**config.mk**
```make
export PLATFORM = sky130hd
export DESIGN_NAME = backtrace_control_flat
export DESIGN_NICKNAME = d
export VERILOG_FILES = /design/src/rtl/viterbi_pkg.sv /design/src/rtl/backtrace_control_if.sv /design/src/rtl/backtrace_control.sv /design/src/flat_wrapper.sv
export SDC_FILE = /design/constraint.sdc
export NUM_CORES = 1
export LEC_CHECK = 0
export ABC_AREA = 1
export CAP_MARGIN = 20
export CORE_MARGIN = 2
export CORE_UTILIZATION = 30
export CTS_CLUSTER_DIAMETER = 150
export DETAILED_ROUTE_END_ITERATION = 8
export GPL_ROUTABILITY_DRIVEN = 0
export MAX_ROUTING_LAYER = met4
export PLACE_DENSITY_LB_ADDON = 0.05
export SLEW_MARGIN = 5
export SYNTH_ARGS = -nofsm -noshare
export SYNTH_HDL_FRONTEND = slang
export SYNTH_SLANG_ARGS = --single-unit
```
**constraint.sdc**
```tcl
create_clock -name clk -period 1.8 [get_ports clk]
set_input_delay 0.27 -clock clk [delete_from_list [all_inputs] [get_ports clk]]
set_output_delay 0.27 -clock clk [all_outputs]
set_load 0.05 [all_outputs]
```
**src/rtl/viterbi_pkg.sv**
```systemverilog
// Shared Viterbi tagger types: sentence/tag sizing, index types, backtrace state encoding.
// Used by the word counter, forward-pass and backtrace blocks (BACKTRACE_READY_EN does not affect it).
package viterbi_pkg;

  localparam int unsigned word_num     = 16;
  localparam int unsigned word_num_bit = 4;
  localparam int unsigned POS_num      = 11;
  localparam int unsigned POS_num_bit  = 4;

  typedef logic [word_num_bit-1:0] word_t;
  typedef logic [POS_num_bit-1:0]  tag_t;

  typedef enum logic [1:0] {
    IDLE = 2'd0,
    EMIT = 2'd1,
    WAIT = 2'd2,
    DONE = 2'd3
  } bt_state_t;

  // One point of the best path: a word and the tag chosen for it.
  typedef struct packed {
    word_t word;
    tag_t  tag;
  } bt_pair_t;

  function automatic logic tag_in_range(input tag_t t);
    return t < tag_t'(POS_num);
  endfunction

endpackage

```
**src/rtl/backtrace_control_if.sv**
```systemverilog
// Backpointer read port and tag output stream of the backtrace controller.
// BACKTRACE_READY_EN adds the tag_ready back-pressure signal from the tag sink.
interface backtrace_control_if;

  viterbi_pkg::word_t bp_rd_word;
  viterbi_pkg::tag_t  bp_rd_pos;
  viterbi_pkg::tag_t  bp_rd_data;
  logic               bp_rd_en;

  logic               tag_valid;
  viterbi_pkg::word_t tag_word;
  viterbi_pkg::tag_t  tag_pos;
`ifdef BACKTRACE_READY_EN
  logic               tag_ready;
`endif

  modport master (
    output bp_rd_en, bp_rd_word, bp_rd_pos,
    input  bp_rd_data,
`ifdef BACKTRACE_READY_EN
    input  tag_ready,
`endif
    output tag_valid, tag_word, tag_pos
  );

  modport slave (
    input  bp_rd_en, bp_rd_word, bp_rd_pos,
    output bp_rd_data,
`ifdef BACKTRACE_READY_EN
    output tag_ready,
`endif
    input  tag_valid, tag_word, tag_pos
  );

endinterface

```
**src/rtl/backtrace_control.sv**
```systemverilog
// Viterbi backward pass: walks the backpointer memory from the last word down to word 0,
// emitting one (word, tag) pair per word. BACKTRACE_READY_EN enables tag_ready stalling.
module backtrace_control
  import viterbi_pkg::*;
(
  input  logic                 clk,
  input  logic                 reset_backtrace_control,
  input  logic                 start_backtrace_control,
  input  word_t                last_word_in,
  input  tag_t                 final_tag_in,
  backtrace_control_if.master  bus,
  output logic                 busy,
  output logic                 done,
  output logic                 err
);

  bt_state_t state;
  bt_pair_t  cur;
  bt_pair_t  ld;
  logic      ld_rd;
  logic      load;
  logic      xfer;

  logic      tag_valid_q;
  word_t     tag_word_q;
  tag_t      tag_pos_q;
  logic      rd_en_q;
  word_t     rd_word_q;
  tag_t      rd_pos_q;

`ifdef BACKTRACE_READY_EN
  assign xfer         = bus.tag_ready;
  // A stalled EMIT keeps its read pending but must not strobe the memory.
  assign bus.bp_rd_en = rd_en_q & bus.tag_ready;
`else
  assign xfer         = 1'b1;
  assign bus.bp_rd_en = rd_en_q;
`endif

  assign bus.tag_valid  = tag_valid_q;
  assign bus.tag_word   = tag_word_q;
  assign bus.tag_pos    = tag_pos_q;
  assign bus.bp_rd_word = rd_word_q;
  assign bus.bp_rd_pos  = rd_pos_q;

  // Next point to emit: the sentence end on a start, or one word back along the backpointer.
  always_comb begin
    ld.word = last_word_in;
    ld.tag  = final_tag_in;
    if (state == WAIT) begin
      ld.word = cur.word - word_t'(1);
      ld.tag  = bus.bp_rd_data;
    end
  end

  assign ld_rd = tag_in_range(ld.tag) && (ld.word != '0);
  assign load  = (state == WAIT) ||
                 (((state == IDLE) || (state == DONE)) && start_backtrace_control);

  always_ff @(posedge clk or negedge reset_backtrace_control) begin
    if (!reset_backtrace_control) begin
      state       <= IDLE;
      cur         <= '0;
      busy        <= 1'b0;
      done        <= 1'b0;
      err         <= 1'b0;
      tag_valid_q <= 1'b0;
      tag_word_q  <= '0;
      tag_pos_q   <= '0;
      rd_en_q     <= 1'b0;
      rd_word_q   <= '0;
      rd_pos_q    <= '0;
    end else begin
      done <= 1'b0;
      if (load) begin
        state       <= EMIT;
        cur         <= ld;
        busy        <= 1'b1;
        tag_valid_q <= 1'b1;
        tag_word_q  <= ld.word;
        tag_pos_q   <= ld.tag;
        rd_en_q     <= ld_rd;
        if (ld_rd) begin
          rd_word_q <= ld.word;
          rd_pos_q  <= ld.tag;
        end
        if (state != WAIT) err <= 1'b0;
      end else begin
        case (state)
          EMIT: begin
            if (xfer) begin
              tag_valid_q <= 1'b0;
              rd_en_q     <= 1'b0;
              // The walk ends at word 0, or early on a tag that cannot index the memory.
              if (!tag_in_range(cur.tag) || (cur.word == '0)) begin
                state <= DONE;
                busy  <= 1'b0;
                done  <= 1'b1;
                if (!tag_in_range(cur.tag)) err <= 1'b1;
              end else begin
                state <= WAIT;
              end
            end
          end
          default: begin
            state <= IDLE;
            busy  <= 1'b0;
          end
        endcase
      end
    end
  end

endmodule

```
**src/flat_wrapper.sv**
```systemverilog
// flat-port wrapper written by rule: the top's interface ports become plain ports
module backtrace_control_flat import viterbi_pkg::*;
  (clk, reset_backtrace_control, start_backtrace_control, last_word_in, final_tag_in, busy, done, err, bus_bp_rd_en, bus_bp_rd_word, bus_bp_rd_pos, bus_bp_rd_data, bus_tag_valid, bus_tag_word, bus_tag_pos);
  backtrace_control_if bus_i ();
  input  logic clk;
  input  logic reset_backtrace_control;
  input  logic start_backtrace_control;
  input  word_t last_word_in;
  input  tag_t final_tag_in;
  output logic busy;
  output logic done;
  output logic err;
  output wire logic [$bits(bus_i.bp_rd_en)-1:0] bus_bp_rd_en;
  output wire logic [$bits(bus_i.bp_rd_word)-1:0] bus_bp_rd_word;
  output wire logic [$bits(bus_i.bp_rd_pos)-1:0] bus_bp_rd_pos;
  input wire logic [$bits(bus_i.bp_rd_data)-1:0] bus_bp_rd_data;
  output wire logic [$bits(bus_i.tag_valid)-1:0] bus_tag_valid;
  output wire logic [$bits(bus_i.tag_word)-1:0] bus_tag_word;
  output wire logic [$bits(bus_i.tag_pos)-1:0] bus_tag_pos;
  assign bus_bp_rd_en = bus_i.bp_rd_en;
  assign bus_bp_rd_word = bus_i.bp_rd_word;
  assign bus_bp_rd_pos = bus_i.bp_rd_pos;
  assign bus_i.bp_rd_data = bus_bp_rd_data;
  assign bus_tag_valid = bus_i.tag_valid;
  assign bus_tag_word = bus_i.tag_word;
  assign bus_tag_pos = bus_i.tag_pos;
  backtrace_control u_core (.clk(clk), .reset_backtrace_control(reset_backtrace_control), .start_backtrace_control(start_backtrace_control), .last_word_in(last_word_in), .final_tag_in(final_tag_in), .bus(bus_i), .busy(busy), .done(done), .err(err));
endmodule
```
==> impl_metrics.py, run 1 <==
metrics = {
    "grt": {
        "grt_start_max_net_pins": 24,
        "grtUsageTotal_pct": 14.4,
        "grt_pass1_vias": 1063,
        "grt_first_pass_wirelength_um": 4800,
        "grt_overflow": 0,
        "grt_antenna_before_repair": 0,
    },
    "clocking": {
        "htree_levels": 1,
        "ctsLongestPathBuffers": 2,
        "cts_tree": "done",
        "cts_root_buf": "clkbuf_8",
        "clk_pin_slew_ns": 0.08,
        "ctsHoldBuffers": 0,
        "numClockSinks": 23,
        "clk_latency_ns": 0.26,
        "cts_buffers": 3,
    },
    "synthesis": {
        "syn_nets": 162,
        "mappedNetlistArea_um2": 1200,
        "synth_warnings": 0,
        "ys_types": 23,
        "ys_seq_area_share_pct": 47.8,
        "synthCells": 143,
        "synth_area_per_cell_um2": 8.43,
        "synth-seq-cells": 23,
        "synth.area.top_cells": "dfrtp_1 (48%), nand2_1 (14%), nand3_1 (8.3%)",
        "netlist.area_leader.share_pct": 47.8,
        "yosysTopAreaCell": "dfrtp_1",
    },
    "critical_path": {
        "required_ns": 1.53,
        "crit_start": "u_core.cur[1]",
        "critical_path.endpoint_type": "output pin",
        "path_class": "register to output pin",
        "cpLargestDelayFamily": "buffers and inverters",
        "worst-path-buf-inv": 1,
        "timing.rr.start": "u_core.state[0]",
        "cpPeakStageDelay_ns": 0.81,
        "critPathSlowestCell": "clkdlybuf4s50_1",
        "cp_data_arrival_time_ns": 1.45,
        "cp_max_fo": 3,
        "start_kind": "register",
        "worstPathCellList": "clkdlybuf4s50_1",
    },
    "finish": {
        "diodes": 0,
        "final_nets": 205,
        "mostFrequentLayoutCells": "nand2_1 (44), dfrtp_1 (23), nand3_1 (20), buf_4 (20), clkdlybuf4s50_1 (19)",
        "nFillCells": 419,
        "layout_commonest_cell": "nand2_1",
        "utilization_pct": 42.4,
        "area.growth.synth_to_final_pct": 38.6,
        "postLayoutCellArea_um2": 1670,
        "drive_gt1_share_pct": 23.2,
    },
    "floorplan": {
        "row_count": 23,
        "fp.dieW_um": 67.4,
        "io_pins": 36,
        "initial_utilization_pct": 30.6,
        "die-area_um2": 4540,
        "die_y_um": 67.4,
        "core_area_um2": 3940,
    },
    "routing": {
        "first_pass_iters": 4,
        "vias": 1039,
        "drtIter0Drc": 74,
        "wl_per_cell_um": 12.0,
        "ant_nets": 0,
        "drt-vias-per-instance": 4.42,
        "drc_errors": 0,
        "drt_wl_total_um": 2830,
    },
    "sta": {
        "period_minus_slack_ns": 1.72,
        "setup_viol": 0,
        "slew_viol_final": 0,
        "worst_slew_pin_slew_ns": 0.491,
        "clock_skew_ns": 0.00447,
        "slew_headroom_pct": 67.2,
        "final.setup.tns_ns": 0,
        "finalHoldViolations": 0,
        "fin_ws_ns": 0.0767,
        "fmax_mhz": 580,
        "fin_crit_sh_pct": 95.7,
        "rsz0062_at_grt": "false",
    },
    "status": {
        "outcome": "complete, no violations",
    },
    "run": {
        "maxCapViolCount": 0,
    },
    "placed_design": {
        "post-place-ws_ns": 0.0732,
        "dp_hpwl_um": 2210,
        "io_buffers": 35,
        "placed_area_um2": 1610,
    },
    "min_path": {
        "hold_class": "input pin to async pin",
    },
}
[worst register-to-register path, cell delays in order (launching register included)]
cell and delay [ns]:
dfrtp_1 0.40, inv_1 0.10, ha_4 0.20, buf_12 0.14
nand2_1 0.07, o21ai_2 0.08, nand2_2 0.13, nand2_8 0.13
nand2_4 0.09, nand3_1 0.10, nand2_1 0.05
[per-stage QoR]
step / cells / hold slack [ns]
finish: 235 / 0.367
global route: 235 / 0.383
CTS: 235 / 0.375
detailed placement: 231 / 0.461
global placement: 231 / 0.463
floorplan: 143 / -0.0256
[worst paths after layout]
| path | endpoint | slack (ns) | cells after the start |
|---|---|---|---|
| worst max register to register | u_core.bus.bp_rd_pos[2] | 0.21 | 10 |
| min in group clk | u_core.bus.tag_valid | 0.47 | 2 |
| max in group asynchronous | u_core.bus.bp_rd_word[1] | 1.19 | 2 |
| worst min register to register | u_core.bus.tag_valid | 0.47 | 2 |
| worst min-delay path | u_core.state[1] | 0.37 | 2 |
| worst max-delay path | bus_tag_pos[1] | 0.08 | 1 |
[metal layers]
layer / vias to the layer above / global-route usage [%] / part of all wire [%] / wire length [um]
met2: 33 / 23.5 / 45 / 1280
met4: 0 / 3.83 / 0.57 / 16
li1: 538 / - / - / -
met3: 2 / 2.67 / 6.2 / 176
met5: - / - / 0 / 0
met1: 466 / 18.4 / 48 / 1360
[cell type report]
cell class | count | area, um^2 | share of cell area, %
well taps | 50 | 62.6 | 3.75
inverters | 16 | 60.1 | 3.60
repair buffers | 40 | 360 | 21.6
clock buffers | 4 | 45.0 | 2.70
multi-input cells | 102 | 567 | 33.9
flip-flops and latches | 23 | 576 | 34.5
[registers in the layout, indices dropped and copies added, names as in the netlist]
register,flops
u_core.bus.bp_rd_pos,4
u_core.bus.bp_rd_word,4
u_core.bus.tag_word,4
u_core.cur,4
u_core.state,2
u_core.bus.bp_rd_en,1
u_core.bus.tag_valid,1
u_core.busy,1
u_core.done,1
u_core.err,1
[cell usage after synthesis, drive strengths merged]
master    n
a21oi     3
a2bb2oi   1
a31oi     2
buf       1
clkbuf    1
clkinv    1
dfrtp    23
ha        4
inv      15
nand2    53
nand3    20
nor2      7
o21a      1
o21ai     9
or2       2
[cells by family (layout without fill, tap and decap cells)]
| family | after synthesis | in the layout | share of synthesized area [%] |
|---|---|---|---|
| AO/OA/AOI/OAI | 16 | 16 | 8.93 |
| adder cells (fa/ha/maj) | 4 | 4 | 4.15 |
| AND/OR/NAND/NOR | 82 | 82 | 32.9 |
| buffers and inverters | 18 | 60 | 6.23 |
| flip-flops | 23 | 23 | 47.8 |
[what timing repair did]
item,in CTS,in global routing
setup buffers,0,0
setup endpoints to repair,0,9
resized for setup,0,2
Power of run 1 is not shown: default switching activity piles up to over one toggle a cycle in this logic, so the estimate is an artifact.
==> inputs of run 2 (changes only) <==
--- a/config.mk
+++ b/config.mk
@@ -11,7 +11,6 @@
 export CORE_UTILIZATION = 30
 export CTS_CLUSTER_DIAMETER = 150
 export DETAILED_ROUTE_END_ITERATION = 8
-export GPL_ROUTABILITY_DRIVEN = 0
 export MAX_ROUTING_LAYER = met4
 export PLACE_DENSITY_LB_ADDON = 0.05
 export SLEW_MARGIN = 5
==> results of run 2 <==
Same layout as run 1: the final DEF is identical, and so are final timing and power.
Power of run 2 is left out for the same reason.
==> inputs of run 3 (changes only) <==
--- a/config.mk
+++ b/config.mk
@@ -8,7 +8,7 @@
 export ABC_AREA = 1
 export CAP_MARGIN = 20
 export CORE_MARGIN = 2
-export CORE_UTILIZATION = 30
+export CORE_UTILIZATION = 42
 export CTS_CLUSTER_DIAMETER = 150
 export DETAILED_ROUTE_END_ITERATION = 8
 export MAX_ROUTING_LAYER = met4
==> constraint.sdc (replaced) <==
create_clock -name clk -period 1.55 [get_ports clk]
set_input_delay 0.155 -clock clk [delete_from_list [all_inputs] [get_ports clk]]
set_output_delay 0.155 -clock clk [all_outputs]
set_load 0.05 [all_outputs]
==> run 3 against run 2 <==
- the run now ends with setup timing left
- final area up 13%
- non-clock buffer count grew 12
- critical endpoint is now u_core.bus.bp_rd_pos[2]
- hold slack lost 0.20 ns
- utilization rose by 27 points
- die area fell by 27%
- largest cell class is now multi-input combinational cells
- wire length grew 16%
- setup slack got worse by 0.15 ns
==> impl_metrics.py, run 3 (synthesis gave the netlist of run 1 again) <==
metrics = {
    "status": {
        "outcome": "finished with violations",
        "violations": "setup timing",
    },
    "grt": {
        "grt_antenna_before_repair": 0,
        "grt_pass1_vias": 1051,
        "grt_first_pass_wirelength_um": 4660,
        "grt_start_max_net_pins": 24,
        "grtUsageTotal_pct": 19.1,
        "grt_overflow": 0,
    },
    "clocking": {
        "ctsLongestPathBuffers": 2,
        "clk_pin_slew_ns": 0.13,
        "numClockSinks": 23,
        "htree_levels": 1,
        "cts_buffers": 3,
        "ctsHoldBuffers": 0,
        "cts_tree": "done",
        "clk_latency_ns": 0.32,
        "cts_root_buf": "clkbuf_4",
    },
    "critical_path": {
        "critPathSlowestCell": "dfrtp_1",
        "cp_max_fo": 7,
        "cp_data_arrival_time_ns": 1.85,
        "timing.rr.start": "u_core.state[0]",
        "required_ns": 1.78,
        "start_kind": "register",
        "worst-path-buf-inv": 3,
        "path_class": "register to register",
        "r2r-end": "u_core.bus.bp_rd_pos[2]",
        "critical_path.endpoint_type": "register",
        "reg2reg_depth": 11,
        "r2r_setup_slack_ns": -0.08,
        "worstPathCellList": "inv_2 > ha_4 > buf_4 > nand2_1 > nand2_2 > nand2_2 > nand2_4 > nand2_8 > buf_6 > nand3_2 > nand2_1",
        "cpPeakStageDelay_ns": 0.41,
        "cpLargestDelayFamily": "simple AND/OR/NAND/NOR gates",
    },
    "floorplan": {
        "initial_utilization_pct": 44.1,
        "die-area_um2": 3310,
        "row_count": 19,
        "core_area_um2": 2730,
        "fp.dieW_um": 57.6,
        "io_pins": 36,
        "die_y_um": 57.6,
    },
    "sta": {
        "fin_crit_sh_pct": 105,
        "period_minus_slack_ns": 1.63,
        "finalHoldViolations": 0,
        "rsz0062_at_grt": "true",
        "fmax_mhz": 615,
        "final.setup.tns_ns": -0.499,
        "clock_skew_ns": 0.00234,
        "setup_viol": 9,
        "fin_hold_ws_ns": 0.171,
        "fin_ws_ns": -0.0767,
        "slew_headroom_pct": 80.3,
        "worst_slew_pin_slew_ns": 0.295,
        "slew_viol_final": 0,
    },
    "finish": {
        "drive_gt1_share_pct": 46.5,
        "fin_cells": 229,
        "area.growth.synth_to_final_pct": 57.2,
        "nFillCells": 214,
        "mostFrequentLayoutCells": "buf_4 (35), nand2_1 (32), dfrtp_1 (21)",
        "final_nets": 218,
        "postLayoutCellArea_um2": 1890,
        "diodes": 0,
        "layout_commonest_cell": "buf_4",
    },
    "routing": {
        "first_pass_iters": 4,
        "ant_nets": 0,
        "drt_wl_total_um": 3290,
        "drc_errors": 0,
        "drt-vias-per-instance": 5.08,
        "wl_per_cell_um": 14.3,
        "vias": 1163,
        "drtIter0Drc": 37,
    },
    "run": {
        "maxCapViolCount": 0,
    },
    "placed_design": {
        "dp_hpwl_um": 2230,
        "place_inst": 216,
        "io_buffers": 35,
        "placed_area_um2": 1620,
        "gp_congestion": 0.873,
    },
    "min_path": {
        "hold_class": "input pin to async pin",
    },
}
## run 3: changes by cell type in the layout (fill, tap and decap cells not counted), moves of 4 or more
cell             previous run  this run
nand2_4                     3         7
nand2_1                    44        32
clkdlybuf4s50_1            19        14
nand2_2                     5        12
buf_4                      20        35
nand3_1                    20         8
nand3_2                     0        12
## run 3: how the worst max path moves through the flow
| stage | start | endpoint | slack, ns | cells after the start |
|---|---|---|---|---|
| global placement | u_core.state[1] | u_core.bus.bp_rd_word[1] | -0.02 | 10 |
| finish | u_core.state[0] | u_core.bus.bp_rd_pos[2] | -0.08 | 11 |
| CTS | u_core.state[1] | u_core.bus.bp_rd_word[0] | -0.03 | 10 |
| detailed placement | u_core.state[0] | u_core.bus.bp_rd_word[0] | -0.07 | 11 |
| floorplan | u_core.bus.tag_word[0] | u_core.bus.bp_rd_pos[0] | 0.003 | 10 |
| global route | u_core.state[0] | u_core.bus.bp_rd_pos[2] | -0.14 | 11 |
## run 3: layout make-up
cell class / count / area [um^2] / area share [%]
clock inverter: 1 / 5.00 / 0.264
clock buffer: 3 / 22.5 / 1.19
multi-input combinational: 103 / 728 / 38.4
tap: 31 / 38.8 / 2.05
timing repair buffer: 52 / 459 / 24.2
inverter: 16 / 62.6 / 3.30
sequential: 23 / 578 / 30.5
## run 3: timing repair
item,CTS,global route
cloned,0,2
pin swaps,2,21
gates resized for setup,2,38
setup buffers,2,5
setup endpoints to repair,9,9
## run 3: worst register-to-register path, cell delays in order, from the launching register on
cell and delay, ns:
dfrtp_1 0.41, inv_2 0.07, ha_4 0.21, buf_4 0.14
nand2_1 0.08, nand2_2 0.10, nand2_2 0.07, nand2_4 0.08
nand2_8 0.10, buf_6 0.15, nand3_2 0.07, nand2_1 0.05
## run 3: per-stage QoR
step / setup WS [ns] / utilization, %
2_1_floorplan: 0.00330 / -
3_3_place_gp: -0.0215 / 59.2
3_5_place_dp: -0.0710 / 59.2
4_1_cts: -0.0283 / 61.1
5_1_grt: -0.141 / 69.3
6_report: -0.0767 / 69.3
## run 3: per-layer routing
layer	global-route usage [%]	wire (um)	vias up
met2	29.2	1640	33
met1	25.4	1460	556
met5	-	0	-
met3	3.63	137	5
li1	-	-	569
met4	6.98	46	0
Power of run 3 is left out for the same reason.
